<file path="src/rtl/wb_pkg.sv">
// Shared writeback-stage definitions: load funct3 codes, opcodes shared with ID,
// and the result payload carried in the writeback register.
package wb_pkg;

    localparam int unsigned XLEN   = 32;
    localparam int unsigned REG_AW = 5;

    localparam logic [2:0] LB  = 3'b000;
    localparam logic [2:0] LH  = 3'b001;
    localparam logic [2:0] LW  = 3'b010;
    localparam logic [2:0] LBU = 3'b100;
    localparam logic [2:0] LHU = 3'b101;

    localparam logic [6:0] OP_LOAD   = 7'b0000011;
    localparam logic [6:0] OP_STORE  = 7'b0100011;
    localparam logic [6:0] OP_OPIMM  = 7'b0010011;
    localparam logic [6:0] OP_OP     = 7'b0110011;
    localparam logic [6:0] OP_LUI    = 7'b0110111;
    localparam logic [6:0] OP_AUIPC  = 7'b0010111;
    localparam logic [6:0] OP_JAL    = 7'b1101111;
    localparam logic [6:0] OP_JALR   = 7'b1100111;
    localparam logic [6:0] OP_BRANCH = 7'b1100011;

    typedef struct packed {
        logic              we;
        logic [REG_AW-1:0] wa;
        logic [XLEN-1:0]   wd;
    } wb_res_t;

endpackage

</file>
<file path="src/rtl/load_align.sv">
// Combinational load data extraction from an aligned memory word, with
// misalignment detection for halfword and word loads.
module load_align
    import wb_pkg::*;
(
    input  logic [2:0]      funct3,
    input  logic [1:0]      offset,
    input  logic [XLEN-1:0] rdata,
    output logic [XLEN-1:0] data_c,
    output logic            ok_c,
    output logic            misalign_c
);

    logic [7:0]  byte_sel;
    logic [15:0] half_sel;

    always_comb begin
        byte_sel = rdata[7:0];
        case (offset)
            2'd1:    byte_sel = rdata[15:8];
            2'd2:    byte_sel = rdata[23:16];
            2'd3:    byte_sel = rdata[31:24];
            default: byte_sel = rdata[7:0];
        endcase
        half_sel = offset[1] ? rdata[31:16] : rdata[15:0];
    end

    // Undefined funct3 codes leave ok_c low without flagging an error.
    always_comb begin
        data_c     = '0;
        ok_c       = 1'b0;
        misalign_c = 1'b0;
        case (funct3)
            LB: begin
                data_c = {{24{byte_sel[7]}}, byte_sel};
                ok_c   = 1'b1;
            end
            LBU: begin
                data_c = {24'd0, byte_sel};
                ok_c   = 1'b1;
            end
            LH, LHU: begin
                if (offset[0]) begin
                    misalign_c = 1'b1;
                end else begin
                    data_c = (funct3 == LH) ? {{16{half_sel[15]}}, half_sel}
                                            : {16'd0, half_sel};
                    ok_c   = 1'b1;
                end
            end
            LW: begin
                if (offset != 2'd0) begin
                    misalign_c = 1'b1;
                end else begin
                    data_c = rdata;
                    ok_c   = 1'b1;
                end
            end
            default: ;
        endcase
    end

endmodule

</file>
<file path="src/rtl/wb_stage.sv">
// Writeback stage: single result register between MEM and the register file,
// with forwarding, hold/flush handling and a retired-instruction counter.
module wb_stage
    import wb_pkg::*;
#(
    parameter int unsigned RETIRE_W = 32
) (
    input  logic                clk,
    input  logic                rst_n,
    input  logic                in_valid,
    output logic                in_ready,
    input  logic                in_we,
    input  logic [4:0]          in_wa,
    input  logic                in_load_sel,
    input  logic [2:0]          in_funct3,
    input  logic [31:0]         in_alu_result,
    input  logic [31:0]         in_mem_rdata,
    input  logic                hold,
    input  logic                flush,
    output logic                rf_we,
    output logic [4:0]          rf_wa,
    output logic [31:0]         rf_wd,
    output logic                fwd_valid,
    output logic [4:0]          fwd_wa,
    output logic [31:0]         fwd_wd,
    output logic                misalign_err,
    output logic [RETIRE_W-1:0] retire_count
);

    logic        out_valid;
    wb_res_t     res_q;
    wb_res_t     res_d;
    logic [31:0] ld_data;
    logic        ld_ok;
    logic        ld_mis;
    logic        accept;
    logic        retire;

    load_align u_load_align (
        .funct3     (in_funct3),
        .offset     (in_alu_result[1:0]),
        .rdata      (in_mem_rdata),
        .data_c     (ld_data),
        .ok_c       (ld_ok),
        .misalign_c (ld_mis)
    );

    assign in_ready = !flush && (!out_valid || !hold);
    assign accept   = in_valid && in_ready;
    assign retire   = out_valid && !hold && !flush;

    // x0 writes and failed loads still occupy the register but never write.
    always_comb begin
        res_d    = '0;
        res_d.wa = in_wa;
        res_d.wd = in_load_sel ? ld_data : in_alu_result;
        res_d.we = in_we && (in_wa != 5'd0) && (!in_load_sel || ld_ok);
    end

    always_ff @(posedge clk or negedge rst_n) begin
        if (!rst_n) begin
            out_valid    <= 1'b0;
            res_q        <= '0;
            misalign_err <= 1'b0;
            retire_count <= '0;
        end else begin
            misalign_err <= accept && in_load_sel && ld_mis;
            if (flush) begin
                out_valid <= 1'b0;
            end else if (accept) begin
                out_valid <= 1'b1;
                res_q     <= res_d;
            end else if (retire) begin
                out_valid <= 1'b0;
            end
            if (retire) begin
                retire_count <= retire_count + RETIRE_W'(1);
            end
        end
    end

    assign rf_we     = out_valid && res_q.we && !hold;
    assign rf_wa     = res_q.wa;
    assign rf_wd     = res_q.wd;
    assign fwd_valid = out_valid && res_q.we;
    assign fwd_wa    = res_q.wa;
    assign fwd_wd    = res_q.wd;

endmodule

</file>
<file path="config.mk">
export PLATFORM = sky130hd
export DESIGN_NAME = wb_stage
export DESIGN_NICKNAME = d
export VERILOG_FILES = /design/src/rtl/wb_pkg.sv /design/src/rtl/load_align.sv /design/src/rtl/wb_stage.sv
export SDC_FILE = /design/constraint.sdc
export NUM_CORES = 1
export LEC_CHECK = 0
export CAP_MARGIN = 20
export CELL_PAD_IN_SITES_DETAIL_PLACEMENT = 2
export CELL_PAD_IN_SITES_GLOBAL_PLACEMENT = 2
export CORE_MARGIN = 2
export CORE_UTILIZATION = 27
export CTS_BUF_LIST = sky130_fd_sc_hd__clkbuf_8
export CTS_CLUSTER_DIAMETER = 30
export CTS_CLUSTER_SIZE = 40
export DETAILED_ROUTE_END_ITERATION = 10
export PLACE_DENSITY = 0.92
export SYNTH_ARGS = -nofsm -noshare
export SYNTH_HDL_FRONTEND = slang
export SYNTH_SLANG_ARGS = --single-unit
export TNS_END_PERCENT = 10
</file>
<file path="constraint.sdc">
create_clock -name clk -period 4.3 [get_ports clk]
set_input_delay 0.645 -clock clk [delete_from_list [all_inputs] [get_ports clk]]
set_output_delay 0.645 -clock clk [all_outputs]
set_load 0.02 [all_outputs]
</file>
==> impl_metrics.yaml <==
cells_and_area:
  n_fill_cell: 1806
  drive_gt1_frac: 0.0533
  multi_input_area_um2: 2120
  fin_util: 0.379
  final_cell_area_um2: 6330
  area_growth_syn_to_layout_pct: 36.6
  diodes: 0
  nets: 695
  fin_cells: 839
  regArea_um2: 1800
place:
  place_area_um2: 6140
  gp_congestion: 0.846
  dp_hpwl_um: 13200
  portBuffers: 188
  placed_cells: 824
synth:
  ys_seq_area_frac: 0.389
  yosysTopAreaCell: "dfrtp_1"
  synth_area_leaders: "dfrtp_1 (39%), buf_4 (12%), xnor2_1 (5.3%)"
  netlist_top_cells_count: "buf_4 (76), dfrtp_1 (72), nand2_1 (39)"
  synth_cell_types: 56
  syn_area_per_cell_um2: 9.02
  synth.cell_area_um2: 4640
  post-synth-top-count-cell: "buf_4"
  synth_cells: 514
  ys_ff_latch: 72
  synth_ff_type: "dfrtp_1"
  synth_nets: 594
  synth_edf_count: 0
  async_flop_share: 1.00
  synth_top_area_share: 0.389
  yosysWarnings: 0
clocking:
  cts_tree: "yes"
  clock-sinks: 72
  cts_max_path_buffers: 2
  post_cts_resized: 0
  cts_buffers: 9
  h-tree-depth: 3
  insertion_delay_ns: 0.36
  post_cts_buffers: 0
  clkTransAtPathRegs_ns: 0.07
  postCtsHoldBufs: 0
  cts_root_buffer: "clkbuf_8"
drt:
  via_per_inst: 4.94
  wirelength_um: 16800
  vias: 4145
  wl_per_cell_um: 20.0
  dr.pass1.iters: 4
  drcViolationCount: 0
  drt_iter0_markers: 171
  final_antenna_net_count: 0
run:
  max_cap_violations: 0
floorplanning:
  start_util: 0.278
  core_region_area_um2: 16700
  num_rows: 47
  die_w_um: 135
  die_area_um2: 18200
  pin_count: 189
  die-height_um: 135
timing:
  setup_viol: 0
  clock_skew_ns: 0.00866
  max_slew.worst_pin.slew_ns: 1.00
  layout_min_cycle_time_ns: 2.82
  slew_viol_final: 0
  fmax_ghz: 0.355
  slew_headroom: 0.328
  grt_setup_unrepaired: "no"
  finalHoldViolations: 0
  period_share: 0.656
  timing.setup.tns_ns: 0
global_route:
  antenna_found_initial: 1
  grt_overflow: 0
  grt_max_degree: 73
  grt_first_pass_wirelength_um: 26000
  grt.total_usage: 0.187
  grt_pass1_vias: 4567
worst_setup_path:
  critPathLaunchType: "primary input"
  end_kind: "register"
  setup.worst_path.class: "in2reg"
  cp_max_fo: 19
  regToRegSetupSlack_ns: 2.16
  arrival_ns: 3.05
  crit_required_ns: 4.53
power:
  total_power_mw: 2.16
  ir_drop_uv: 140
  cellPowerDensity_nw_per_um2: 341
  power.leakage_nw: 2.52
outcome:
  status: "complete, no violations"
hold_path:
  min_path_type: "in2async"
path summary, 6_finish.rpt:
check / startpoint / cells after the start / endpoint
hold reg to reg: retire_count[31] / 1 / retire_count[31]
setup / recovery: in_alu_result[0] / 6 / fwd_wd[5]
setup reg to reg: retire_count[4] / 4 / retire_count[26]
hold / removal: rst_n / 1 / retire_count[5]
max in group asynchronous: rst_n / 1 / fwd_wd[0]
min in group clk: retire_count[31] / 1 / retire_count[31]
flip-flops by register name, summed over array words and instances, names as in the netlist:
signal	cells
fwd_wa	5
out_valid	1
misalign_err	1
fwd_wd	32
retire_count	32
res_q	1
critical path, cell delays in order:
cell and delay (ns):
clkdlybuf4s50_1 0.63, buf_4 0.31, nor2_1 0.78, nor3_1 0.25, o2111ai_1 0.32, a21oi_1 0.11
final cells by class:
| cell class | count | area share |
|---|---|---|
| inverters | 9 | 0.00533 |
| well taps | 220 | 0.0435 |
| repair buffers | 192 | 0.301 |
| clock buffers | 11 | 0.0239 |
| multi-input cells | 331 | 0.334 |
| flip-flops and latches | 72 | 0.284 |
| clock inverters | 4 | 0.00731 |
where the power goes:
| group | switching (mW) | internal [mW] | leakage [nW] |
|---|---|---|---|
| clock network | 0.256 | 0.294 | 0.108 |
| logic | 0.394 | 0.373 | 1.50 |
| registers | 0.0883 | 0.757 | 0.915 |
placed cells by master (no fill, tap or decap), types with 6 or more instances in the layout:
master,synthesis,routed
a21oi_1,28,28
a31oi_1,16,16
and3_1,20,20
clkbuf_8,0,11
clkdlybuf4s50_1,0,187
dfrtp_1,72,72
inv_1,9,11
mux2i_1,10,10
nand2_1,39,39
nand2b_1,28,28
nand3_1,12,12
nand3b_1,6,6
nand4_1,11,11
nor2_1,28,28
nor2b_1,12,12
nor3_1,7,7
o21ai_0,25,25
xnor2_1,28,28
through the flow:
stage | hold WS, ns | setup WS, ns
2_1_floorplan | 0.349 | 2.16
3_3_place_gp | 0.464 | 1.27
3_5_place_dp | 0.507 | 1.17
4_1_cts | 0.466 | 1.52
5_1_grt | 0.479 | 1.25
6_report | 0.423 | 1.48
cell families (layout without fill, tap and decap cells):
group	after synthesis	count (layout)	share of synthesized area
compound gates	102	102	0.136
fa+ha+maj	1	1	0.00270
flops	72	72	0.389
mux	13	13	0.0337
buf+inv	111	216	0.155
xor+xnor	31	31	0.0586
simple gates	184	184	0.226
routing by layer:
layer,up-vias,track usage,routed length (um)
li1,1921,-,-
met1,2083,0.236,7310
met2,123,0.329,8580
met3,16,0.0327,634
met4,2,0.0550,225
met5,-,0,13
No activity file was read; power rests on OpenSTA's default activity.
